`config.mk`:
```
export PLATFORM = sky130hd
export DESIGN_NAME = branch_resolve_unit
export DESIGN_NICKNAME = d
export VERILOG_FILES = /design/src/rtl/branch_resolve_unit_pkg.sv /design/src/rtl/branch_resolve_unit_cmp.sv /design/src/rtl/branch_resolve_unit.sv
export SDC_FILE = /design/constraint.sdc
export NUM_CORES = 1
export LEC_CHECK = 0
export ABC_AREA = 1
export CAP_MARGIN = 20
export CORE_MARGIN = 2
export CORE_UTILIZATION = 45
export CTS_CLUSTER_DIAMETER = 50
export CTS_CLUSTER_SIZE = 14
export DETAILED_ROUTE_END_ITERATION = 7
export PLACE_DENSITY = 0.72
export SLEW_MARGIN = 20
export SYNTH_ARGS = -nofsm -noshare
export SYNTH_HDL_FRONTEND = slang
export SYNTH_SLANG_ARGS = --single-unit
```
`constraint.sdc`:
```
create_clock -name clk -period 6.1 [get_ports clk]
set_input_delay 1.22 -clock clk [delete_from_list [all_inputs] [get_ports clk]]
set_output_delay 1.22 -clock clk [all_outputs]
set_load 0.05 [all_outputs]
```
`src/rtl/branch_resolve_unit_pkg.sv`:
```
// Shared encodings for the branch resolve slice: ALU/compare opcodes
// (same values the B-type decoder emits) and the fall-through PC step.
package branch_resolve_unit_pkg;

  localparam int PC_STEP = 4;

  typedef enum logic [3:0] {
    ALU_NOP  = 4'd0,
    ALU_XOR  = 4'd1,
    ALU_SLT  = 4'd2,
    ALU_SLTU = 4'd3
  } alu_op_e;

  typedef enum logic [2:0] {
    CMP_NOP = 3'd0,
    CMP_EQ  = 3'd1,
    CMP_NE  = 3'd2,
    CMP_LT  = 3'd3,
    CMP_GE  = 3'd4,
    CMP_LTU = 3'd5,
    CMP_GEU = 3'd6
  } cmp_op_e;

endpackage

```
`src/rtl/branch_resolve_unit_cmp.sv`:
```
// branch_cmp: combinational branch condition from ALU result and cmp_op.
// Ports: alu_res (XLEN), cmp_op (3) in; taken out. NOP/undefined -> 0.
module branch_cmp
  import branch_resolve_unit_pkg::*;
#(
  parameter int XLEN = 32
) (
  input  logic [XLEN-1:0] alu_res,
  input  logic [2:0]      cmp_op,
  output logic            taken
);

  always_comb begin
    taken = 1'b0;
    case (cmp_op)
      CMP_EQ:  taken = (alu_res == '0);
      CMP_NE:  taken = (alu_res != '0);
      CMP_LT,
      CMP_LTU: taken = alu_res[0];
      CMP_GE,
      CMP_GEU: taken = ~alu_res[0];
      default: taken = 1'b0;
    endcase
  end

endmodule

```
`src/rtl/branch_resolve_unit.sv`:
```
// Two-stage branch resolver: S1 registers operands/ALU result, S2
// registers taken/next_pc. valid/ready in and out, flush, async rst.
// Ports: clk, rst, flush, in_valid/in_ready, pc, rs1_data, rs2_data,
//   immediate, alu_op, cmp_op, out_valid/out_ready, taken, redirect,
//   next_pc, misalign. Macro BRU_MISALIGN_TRAP_EN enables the trap.
module branch_resolve_unit
  import branch_resolve_unit_pkg::*;
#(
  parameter int XLEN = 32
) (
  input  logic            clk,
  input  logic            rst,
  input  logic            flush,
  input  logic            in_valid,
  output logic            in_ready,
  input  logic [XLEN-1:0] pc,
  input  logic [XLEN-1:0] rs1_data,
  input  logic [XLEN-1:0] rs2_data,
  input  logic [XLEN-1:0] immediate,
  input  logic [3:0]      alu_op,
  input  logic [2:0]      cmp_op,
  output logic            out_valid,
  input  logic            out_ready,
  output logic            taken,
  output logic            redirect,
  output logic [XLEN-1:0] next_pc,
  output logic            misalign
);

  logic            s1_valid_q, s1_valid_d;
  logic [XLEN-1:0] s1_pc_q, s1_pc_d;
  logic [XLEN-1:0] s1_imm_q, s1_imm_d;
  logic [XLEN-1:0] s1_res_q, s1_res_d;
  logic [2:0]      s1_cmp_q, s1_cmp_d;

  logic            s2_valid_q, s2_valid_d;
  logic            taken_q, taken_d;
  logic            redirect_q, redirect_d;
  logic            misalign_q, misalign_d;
  logic [XLEN-1:0] npc_q, npc_d;

  logic            s2_adv;
  logic            accept;
  logic            load_s2;
  logic            cmp_taken;
  logic            mis;
  logic [XLEN-1:0] alu_res;
  logic [XLEN-1:0] target;
  logic [XLEN-1:0] fall;

  assign s2_adv   = ~s2_valid_q | out_ready;
  assign in_ready = ~s1_valid_q | s2_adv;
  assign accept   = in_valid & in_ready & ~flush;
  assign load_s2  = s1_valid_q & s2_adv;

  always_comb begin
    alu_res = '0;
    case (alu_op)
      ALU_XOR:  alu_res = rs1_data ^ rs2_data;
      ALU_SLT:  alu_res[0] = $signed(rs1_data) < $signed(rs2_data);
      ALU_SLTU: alu_res[0] = rs1_data < rs2_data;
      default:  alu_res = '0;
    endcase
  end

  branch_cmp #(.XLEN(XLEN)) u_cmp (
    .alu_res (s1_res_q),
    .cmp_op  (s1_cmp_q),
    .taken   (cmp_taken)
  );

  assign target = s1_pc_q + s1_imm_q;
  assign fall   = s1_pc_q + XLEN'(PC_STEP);

`ifdef BRU_MISALIGN_TRAP_EN
  assign mis = cmp_taken & (target[1:0] != 2'b00);
`else
  assign mis = 1'b0;
`endif

  always_comb begin
    s1_valid_d = s1_valid_q;
    s1_pc_d    = s1_pc_q;
    s1_imm_d   = s1_imm_q;
    s1_res_d   = s1_res_q;
    s1_cmp_d   = s1_cmp_q;
    if (s2_adv) s1_valid_d = 1'b0;
    if (accept) begin
      s1_valid_d = 1'b1;
      s1_pc_d    = pc;
      s1_imm_d   = immediate;
      s1_res_d   = alu_res;
      s1_cmp_d   = cmp_op;
    end
    if (flush) s1_valid_d = 1'b0;
  end

  always_comb begin
    s2_valid_d = s2_valid_q;
    taken_d    = taken_q;
    redirect_d = redirect_q;
    misalign_d = misalign_q;
    npc_d      = npc_q;
    if (s2_adv) s2_valid_d = s1_valid_q;
    if (load_s2) begin
      taken_d    = cmp_taken;
      redirect_d = cmp_taken & ~mis;
      misalign_d = mis;
      npc_d      = cmp_taken ? target : fall;
    end
    if (flush) s2_valid_d = 1'b0;
  end

  always_ff @(posedge clk or posedge rst) begin
    if (rst) begin
      s1_valid_q <= 1'b0;
      s1_pc_q    <= '0;
      s1_imm_q   <= '0;
      s1_res_q   <= '0;
      s1_cmp_q   <= '0;
      s2_valid_q <= 1'b0;
      taken_q    <= 1'b0;
      redirect_q <= 1'b0;
      misalign_q <= 1'b0;
      npc_q      <= '0;
    end else begin
      s1_valid_q <= s1_valid_d;
      s1_pc_q    <= s1_pc_d;
      s1_imm_q   <= s1_imm_d;
      s1_res_q   <= s1_res_d;
      s1_cmp_q   <= s1_cmp_d;
      s2_valid_q <= s2_valid_d;
      taken_q    <= taken_d;
      redirect_q <= redirect_d;
      misalign_q <= misalign_d;
      npc_q      <= npc_d;
    end
  end

  // Gate with valid so a flushed/empty S2 never redirects fetch.
  assign out_valid = s2_valid_q;
  assign taken     = taken_q;
  assign redirect  = s2_valid_q & redirect_q;
  assign misalign  = s2_valid_q & misalign_q;
  assign next_pc   = npc_q;

endmodule

```
==> out/results.txt, run 1 <==
Status: complete, no violations
Post-CTS setup buffer count: 0
MaxCap Viol Count: 0
Hold path start: next_pc[10]
CTS-repair resized insts: 0
R2R depth: 10
Total CTS buffers: 17
Post-Syn Area: 9080 um^2
Crit. End Element: primary output
Largest net degree at the start of global routing: 75
Most used cell, CP: clkdlybuf4s50_1
CTS root buf: clkbuf_16
PD cells: 309 nW/um^2
Initial Utilization: 0.462
Post-Route WL: 26300 um
Yosys top cell area share: 0.369
Final core utilization: 0.595
Reg clk slew, reported paths: 0.06 ns
Worst r2r src: s1_res_q[19]
Placed inst area: 11100 um^2
Finished layout cell area: 11700 um^2
Worst Setup SP: out_ready
Final nets: 1690
Total track usage: 0.252
Critical Path Stages: 4
Hold Path Depth: 2
Most frequent cells in the layout: 502 x nand2_1, 175 x clkdlybuf4s50_1, 174 x inv_1
Hold Path Class: register to register
Yosys warnings: 0
Worst Path Max Fanout: 3
Synth cell types: 41
Final setup margin: 2.23 ns
Non-Filler Instances: 1763
P_leak: 6.03 nW
Setup WS pre-CTS: 2.23 ns
Wire per inst: 14.9 um
Total die area: 21300 um^2
Post-synth top area cell: dfrtp_1
Crit-path max cell delay: 0.82 ns
Number of fill cells: 1923
Layout Skew: 0.00676 ns
Fmax: 0.259 GHz
Post-route setup TNS: 0 ns
Total number of vias: 8966
Syn Area/Cell: 6.89 um^2
Clk Latency, worst-skew pair: 0.43 ns
Post-DP HPWL: 20700 um
Pre-antenna DRT Iters: 6
Die Wd: 146 um
Worst path required time: 4.88 ns
Die Y: 146 um
Min Tclk post-route: 3.87 ns
Final hold vios: 0
#FFs+latches synth: 134
RSZ-0062 raised after global routing: false
First DRT Iteration DRCs: 668
Final Slew Violations: 0
Congestion Overflow GR: 0
Max-slew headroom: 0.339
Max clock buf depth: 2
Sequential share of the synthesized area: 0.369
Clock tree sinks: 134
# IOs: 177
CP startpoint kind: primary input
Tot Pwr: 3.61 mW
Worst Tran Pin Value: 0.989 ns
Crit share post-route: 0.634
CP cell instances: clkdlybuf4s50_1 > inv_1 > nand3_1 > clkdlybuf4s50_1
Worst path arrival time: 2.65 ns
CTS tree: yes
Hold buffers post-CTS: 0
Post-synth ARST share: 1.00
Critical path class: primary input to primary output
Post-synth EDFFs: 0
DRC errors left: 0
Vias per inst: 5.09
Final hold slack: 0.477 ns
CP max-delay cell: clkdlybuf4s50_1
Largest cells by area after synthesis: dfrtp_1 37%, nand2_1 21%, ha_1 8.8%
Predominant post-synthesis flop cell: dfrtp_1
Port bufs: 175
Core area: 19700 um^2
Buf/Inv on CP: 3
Worst path top cell family by delay: buffers and inverters
H-tree levels: 4
Cells after Synth: 1318
Antenna-violating nets left: 0
Mapped Nets: 1523
Worst vdd ir: 0.200 mV
Vias in the first global route: 8572
Gpl congestion: 0.962
Area grow syn2layout: 28.7%
Endpoints failing setup: 0
Placed Instances: 1731
Commonest non-fill, non-tap cell in the layout: nand2_1
Global-route wire length before repair: 43000 um
Layout cell share with drive strength beyond 1: 0.0381
Initial antenna violation count: 1
ANT cells: 0
Std-Cell Rows: 51
-- where the power goes --
part / leakage, nW / total [mW] / switching (mW) / internal [mW]
combinational: 4.02 / 1.37 / 0.876 / 0.491
sequential: 1.71 / 1.15 / 0.120 / 1.03
clock: 0.304 / 1.10 / 0.413 / 0.686
total: 6.03 / 3.61 / 1.41 / 2.21
-- final timing paths --
path / endpoint / slack, ns
setup reg to reg: next_pc[10] / 3.01
max in group asynchronous: s1_pc_q[30] / 3.95
min in group asynchronous: s1_res_q[21] / 1.09
setup / recovery: in_ready / 2.23
hold reg to reg: next_pc[10] / 0.48
hold / removal: next_pc[10] / 0.48
-- sequential cells by signal, summed over array words and instances, names as in the netlist --
signal,cells
s1_imm_q,32
next_pc,32
s1_pc_q,32
s1_cmp_q,3
s1_valid_q,1
redirect_q,1
out_valid,1
s1_res_q,32
-- worst register-to-register path, cell delays in order, from the launching register on --
cell and delay, ns:
dfrtp_1 0.36, inv_1 0.07, nand4_1 0.11, nor2_1 0.12, nand2_1 0.09, o21ai_1 0.17, nand3_2 0.72, inv_2 0.77
o21ai_0 0.34, nand3_1 0.16, nand2_1 0.05
-- metal layers --
metal | track usage | vias to the layer above | share of wire
met2 | 0.390 | 296 | 0.44
met4 | 0.0675 | 0 | 0.016
met1 | 0.360 | 4114 | 0.48
li1 | - | 4520 | -
met5 | 0 | - | 0
met3 | 0.0516 | 36 | 0.064
-- cell usage after synthesis, types with 4 or more instances --
| cell | number |
|---|---|
| a21oi_1 | 64 |
| buf_2 | 10 |
| clkbuf_1 | 19 |
| dfrtp_1 | 134 |
| ha_1 | 64 |
| inv_1 | 175 |
| inv_2 | 4 |
| nand2_1 | 502 |
| nand3_1 | 57 |
| nand3b_1 | 4 |
| nand4_1 | 19 |
| nor2_1 | 99 |
| nor3_1 | 11 |
| o211ai_1 | 9 |
| o21ai_0 | 45 |
| o21bai_1 | 4 |
| o22ai_1 | 31 |
| xnor2_1 | 7 |
| xor2_1 | 26 |
-- layout make-up --
class                           instances  area [um^2]  share of cell area
Clock buffer                           17          425              0.0364
Clock inverter                         15          199              0.0170
Inverter                              180          679              0.0581
Multi-Input combinational cell        971         4910               0.420
Sequential cell                       134         3350               0.287
Tap cell                              265          332              0.0284
Timing Repair Buffer                  181         1800               0.154
-- kinds of logic after synthesis --
family	count (synthesis)	share of synthesized area
other	1	0.000413
xor gates and xnor gates	33	0.0318
buffers and inverters	213	0.0906
and+or+nand+nor	708	0.317
AOI/OAI and AO/OA	164	0.101
DFF	134	0.369
adders and majority gates	65	0.0904
Note: power is estimated with default switching activity, not from simulation.
==> run 2: changes to the inputs <==
--- a/config.mk
+++ b/config.mk
@@ -12,7 +12,7 @@
 export CTS_CLUSTER_DIAMETER = 50
 export CTS_CLUSTER_SIZE = 14
 export DETAILED_ROUTE_END_ITERATION = 7
-export PLACE_DENSITY = 0.72
+export PLACE_DENSITY = 0.75
 export SLEW_MARGIN = 20
 export SYNTH_ARGS = -nofsm -noshare
 export SYNTH_HDL_FRONTEND = slang
==> constraint.sdc (replaced) <==
create_clock -name clk -period 3.3 [get_ports clk]
set_input_delay 0.66 -clock clk [delete_from_list [all_inputs] [get_ports clk]]
set_output_delay 0.66 -clock clk [all_outputs]
set_load 0.05 [all_outputs]
==> run 2 against run 1 <==
Effect of this change:
- sequential cell count unchanged
- critical path depth unchanged
- first-iteration DRC count up 1.8%
- utilization up 0.10 points
- largest power group unchanged
- sequential power up 84%
- die area unchanged
- critical endpoint unchanged
- clock-buffer cell count up 7
==> out/results.txt, run 2 (same netlist as run 1, synthesis figures left out) <==
Final Slew Violations: 0 (unchanged)
Final nets: 1694 (was 1690)
Global-route wire length before repair: 44200 um (was 43000 um)
Placed Instances: 1735 (was 1731)
Min Tclk post-route: 2.74 ns
RSZ-0062 raised after global routing: false (unchanged)
Endpoints failing setup: 0 (unchanged)
CTS tree: yes (unchanged)
Worst Path Max Fanout: 3 (unchanged)
Congestion Overflow GR: 0 (unchanged)
Worst path required time: 2.64 ns (was 4.88 ns)
Total track usage: 0.258 (was 0.252)
CTS-repair resized insts: 0 (unchanged)
Wire per inst: 15.2 um (was 14.9 um)
Clk Latency, worst-skew pair: 0.43 ns (about the same)
Status: complete, no violations (unchanged)
PD cells: 554 nW/um^2 (was 309 nW/um^2)
MaxCap Viol Count: 0 (unchanged)
Core area: 19700 um^2 (unchanged)
Pre-antenna DRT Iters: 5 (was 6)
Post-Route WL: 26900 um (was 26300 um)
Die Y: 146 um (unchanged)
Total die area: 21300 um^2 (unchanged)
Worst vdd ir: 0.306 mV (was 0.200 mV)
# IOs: 177 (unchanged)
Antenna-violating nets left: 0 (unchanged)
Layout cell share with drive strength beyond 1: 0.0380 (was 0.0381)
Final hold vios: 0 (unchanged)
P_leak: 6.02 nW (was 6.03 nW)
Post-DP HPWL: 21300 um (was 20700 um)
Vias in the first global route: 8739 (was 8572)
Port bufs: 175 (unchanged)
Worst Tran Pin Value: 0.781 ns (was 0.989 ns)
Post-route setup TNS: 0 ns (unchanged)
Initial Utilization: 0.462 (unchanged)
Clock tree sinks: 134 (unchanged)
Setup WS pre-CTS: 0.562 ns (was 2.23 ns)
Critical path class: primary input to primary output (unchanged)
Die Wd: 146 um (unchanged)
Std-Cell Rows: 51 (unchanged)
Number of fill cells: 1893 (was 1923)
Commonest non-fill, non-tap cell in the layout: nand2_1 (unchanged)
Crit share post-route: 0.832
Max clock buf depth: 2 (unchanged)
Final setup margin: 0.555 ns (was 2.23 ns)
Hold buffers post-CTS: 0 (unchanged)
Largest net degree at the start of global routing: 59 (was 75)
Non-Filler Instances: 1766 (was 1763)
Reg area: 3350 um^2 (unchanged)
ANT cells: 0 (unchanged)
Post-CTS setup buffer count: 0 (unchanged)
Initial antenna violation count: 1 (unchanged)
Vias per inst: 5.10 (was 5.09)
Total number of vias: 9010 (was 8966)
Area grow syn2layout: 28.9% (was 28.7%)
Most frequent cells in the layout: 502 x nand2_1, 175 x clkdlybuf4s50_1, 174 x inv_1 (unchanged)
Layout Skew: 0.0119 ns (was 0.00676 ns)
Gpl congestion: 0.920 (was 0.962)
Fmax: 0.364 GHz
CTS root buf: clkbuf_16 (unchanged)
Reg clk slew, reported paths: 0.05 ns (was 0.06 ns)
CP startpoint kind: primary input (unchanged)
Worst path arrival time: 2.08 ns (was 2.65 ns)
Max-slew headroom: 0.478 (was 0.339)
H-tree levels: 4 (unchanged)
Hold Path Class: register to register (unchanged)
First DRT Iteration DRCs: 680 (was 668)
Crit. End Element: primary output (unchanged)
DRC errors left: 0 (unchanged)
Area of the multi-input gates: 4910 um^2 (unchanged)
Total CTS buffers: 17 (unchanged)
## run 2: changes by cell type in the layout (fill, tap and decap cells not counted), moves of 3 or more
cell | before | now
buf_12 | 0 | 4
bufinv_16 | 4 | 1
clkbuf_1 | 0 | 3
clkbuf_8 | 0 | 4
inv_6 | 4 | 0
## run 2: area by class of cell
class,instances,area share
clock buffers,24,0.0420
clock inverters,7,0.00609
inverters,180,0.0581
multi-input cells,971,0.419
flip-flops and latches,134,0.286
well taps,265,0.0283
repair buffers,185,0.160
## run 2: path summary, 6_finish.rpt
| path | slack [ns] | cells past startpoint | start | to |
|---|---|---|---|---|
| max | 0.56 | 4 | out_ready | in_ready |
| min | 0.48 | 2 | next_pc[20] | next_pc[20] |
| max reg2reg | 1.04 | 11 | s1_pc_q[17] | next_pc[30] |
| min reg2reg | 0.48 | 2 | next_pc[20] | next_pc[20] |
| max in group asynchronous | 1.90 | 3 | rst | s1_pc_q[25] |
| min in group asynchronous | 0.72 | 2 | rst | s1_res_q[27] |
## run 2: metal layers
layer | routed length, um | vias up | global-route usage
met5 | 12 | - | 0
li1 | - | 4523 | -
met1 | 12700 | 4170 | 0.369
met4 | 430 | 2 | 0.0738
met3 | 1800 | 36 | 0.0503
met2 | 11900 | 279 | 0.402
## run 2: critical path, cell delays in order
cell and delay, ns:
clkdlybuf4s50_1 0.45, inv_1 0.05, nand3_1 0.10, clkdlybuf4s50_1 0.82
## run 2: metrics by stage
step                      hold slack (ns)  cell area [um^2]  utilization  total power [mW]
after global routing                0.496             11700        0.596              6.88
after detailed placement            0.464             11100        0.567              4.66
after floorplan                     0.449              9090            -              3.79
after global placement              0.462             11100        0.567              4.63
after CTS                           0.479             11700        0.596              6.52
final                               0.476             11700        0.596              6.49
## run 2: where the power goes
part | switching (mW) | leakage (nW) | internal, mW
clock | 0.723 | 0.268 | 1.11
sequential | 0.217 | 1.71 | 1.90
combinational | 1.62 | 4.05 | 0.917
==> run 3: changes to the inputs <==
==> constraint.sdc (replaced) <==
create_clock -name clk -period 2.3 [get_ports clk]
set_input_delay 0.46 -clock clk [delete_from_list [all_inputs] [get_ports clk]]
set_output_delay 0.46 -clock clk [all_outputs]
set_load 0.05 [all_outputs]
==> run 3 against run 2 <==
Effect of this change:
- sequential share of layout area shrank 0.58 points
- global-route usage grew 0.36 points
- sequential cell count is the same
- worst setup slack lost 0.41 ns
- clock power grew 44%
- non-clock buffer count grew 27
- highest routed layer unchanged
==> out/results.txt, run 3 (same netlist as run 1, synthesis figures left out) <==
Vias per inst: 5.05 (was 5.10)
Clock tree sinks: 134 (unchanged)
H-tree levels: 4 (unchanged)
Initial Utilization: 0.462 (unchanged)
Non-Filler Instances: 1794 (was 1766)
Std-Cell Rows: 51 (unchanged)
Global-route wire length before repair: 44600 um (was 44200 um)
R2R depth: 10 (was 11)
Most frequent cells in the layout: 501 x nand2_1, 174 x inv_1, 174 x clkdlybuf4s50_1 (was 502 x nand2_1, 175 x clkdlybuf4s50_1, 174 x inv_1)
Total number of vias: 9055 (was 9010)
Critical path class: register to primary output (was primary input to primary output)
First DRT Iteration DRCs: 640 (was 680)
Finished layout cell area: 12000 um^2 (was 11700 um^2)
Post-Route WL: 26900 um (about the same)
Placed Instances: 1761 (was 1735)
Total track usage: 0.262 (was 0.258)
Congestion Overflow GR: 0 (unchanged)
Total CTS buffers: 17 (unchanged)
Layout cell share with drive strength beyond 1: 0.0589 (was 0.0380)
Initial antenna violation count: 1 (unchanged)
Crit. End Element: primary output (unchanged)
Placed inst area: 11400 um^2 (was 11100 um^2)
Layout Skew: 0.0116 ns (was 0.0119 ns)
Crit share post-route: 0.938
PD cells: 790 nW/um^2 (was 554 nW/um^2)
Worst Tran Pin Value: 0.513 ns (was 0.781 ns)
P_leak: 6.17 nW (was 6.02 nW)
Core area: 19700 um^2 (unchanged)
Final nets: 1721 (was 1694)
MaxCap Viol Count: 0 (unchanged)
CP startpoint kind: register (was primary input)
Vias in the first global route: 8939 (was 8739)
Commonest non-fill, non-tap cell in the layout: nand2_1 (unchanged)
Min Tclk post-route: 2.16 ns
Area grow syn2layout: 31.6% (was 28.9%)
Port bufs: 175 (unchanged)
Setup WS pre-CTS: -0.00280 ns (was 0.562 ns)
Die Wd: 146 um (unchanged)
Fmax: 0.463 GHz
Status: complete, no violations (unchanged)
Post-DP HPWL: 21400 um (was 21300 um)
ANT cells: 0 (unchanged)
Wire per inst: 15.0 um (was 15.2 um)
Clk Latency, worst-skew pair: 0.44 ns (was 0.43 ns)
Worst path required time: 1.84 ns (was 2.64 ns)
Worst path arrival time: 1.70 ns (was 2.08 ns)
Antenna-violating nets left: 0 (unchanged)
Final core utilization: 0.608 (was 0.596)
Die Y: 146 um (unchanged)
Hold Path Class: primary input to async pin (was register to register)
RSZ-0062 raised after global routing: false (unchanged)
CTS tree: yes (unchanged)
Final Slew Violations: 0 (unchanged)
Gpl congestion: 0.961 (was 0.920)
Max-slew headroom: 0.657 (was 0.478)
Final hold vios: 0 (unchanged)
Endpoints failing setup: 0 (unchanged)
Max clock buf depth: 2 (unchanged)
Worst vdd ir: 0.529 mV (was 0.306 mV)
# IOs: 177 (unchanged)
Pre-antenna DRT Iters: 5 (unchanged)
Number of fill cells: 1867 (was 1893)
Final setup margin: 0.142 ns (was 0.555 ns)
Reg clk slew, reported paths: 0.05 ns (about the same)
DRC errors left: 0 (unchanged)
Total die area: 21300 um^2 (unchanged)
Worst Path Max Fanout: 4 (was 3)
Largest net degree at the start of global routing: 57 (was 59)
Tot Pwr: 9.45 mW (was 6.49 mW)
CTS root buf: clkbuf_16 (unchanged)
-- run 3: changes by cell type in the layout (fill, tap and decap cells not counted), sizes merged --
cell	previous run	this run
buf	10	38
clkdlybuf4s50	175	174
clkinvlp	4	3
clkbuf	24	25
inv	177	178
-- run 3: cell type report --
cell class,count,area (um^2),share of cell area
Multi-Input combinational cell,971,4930,0.413
Sequential cell,134,3350,0.281
Timing Repair Buffer,212,2090,0.175
Inverter,180,681,0.0569
Clock buffer,25,495,0.0415
Tap cell,265,332,0.0277
Clock inverter,7,68.8,0.00576
-- run 3: worst paths after layout --
path / start / slack [ns] / to
worst max-delay path: out_valid / 0.14 / redirect
worst min-delay path: rst / 0.29 / s1_res_q[25]
worst max register to register: s1_pc_q[5] / 0.19 / next_pc[28]
worst min register to register: next_pc[5] / 0.48 / next_pc[5]
max in group asynchronous: rst / 1.47 / next_pc[23]
min in group clk: next_pc[5] / 0.48 / next_pc[5]
-- run 3: critical path: stages (launching register included) --
cell and delay [ns]:
dfrtp_1 0.38, nand2_1 0.06, inv_1 0.05, clkdlybuf4s50_1 0.79
-- run 3: stage by stage --
step	TNS, ns	hold WS, ns
after floorplan	0	0.449
after global placement	0	0.464
after detailed placement	-0.00280	0.464
after CTS	0	0.292
after global routing	0	0.309
final	0	0.293
-- run 3: per-layer routing --
metal  GRT usage  up-vias  routed length, um
met5           0        -                 13
met4      0.0845        2                582
met3      0.0428       37               1870
met2       0.407      347              11800
met1       0.376     4107              12600
li1            -     4562                  -
-- run 3: timing repair --
action / in CTS / in global routing
setup endpoints to repair: 0 / 5
buffers inserted: 0 / 1
hold buffers: 0 / 0
resized for setup: 0 / 6
-- run 3: power breakdown --
| part | internal (mW) | leakage [nW] | switching, mW |
|---|---|---|---|
| logic | 1.41 | 4.19 | 2.39 |
| registers | 2.73 | 1.71 | 0.280 |
| clock network | 1.60 | 0.274 | 1.04 |
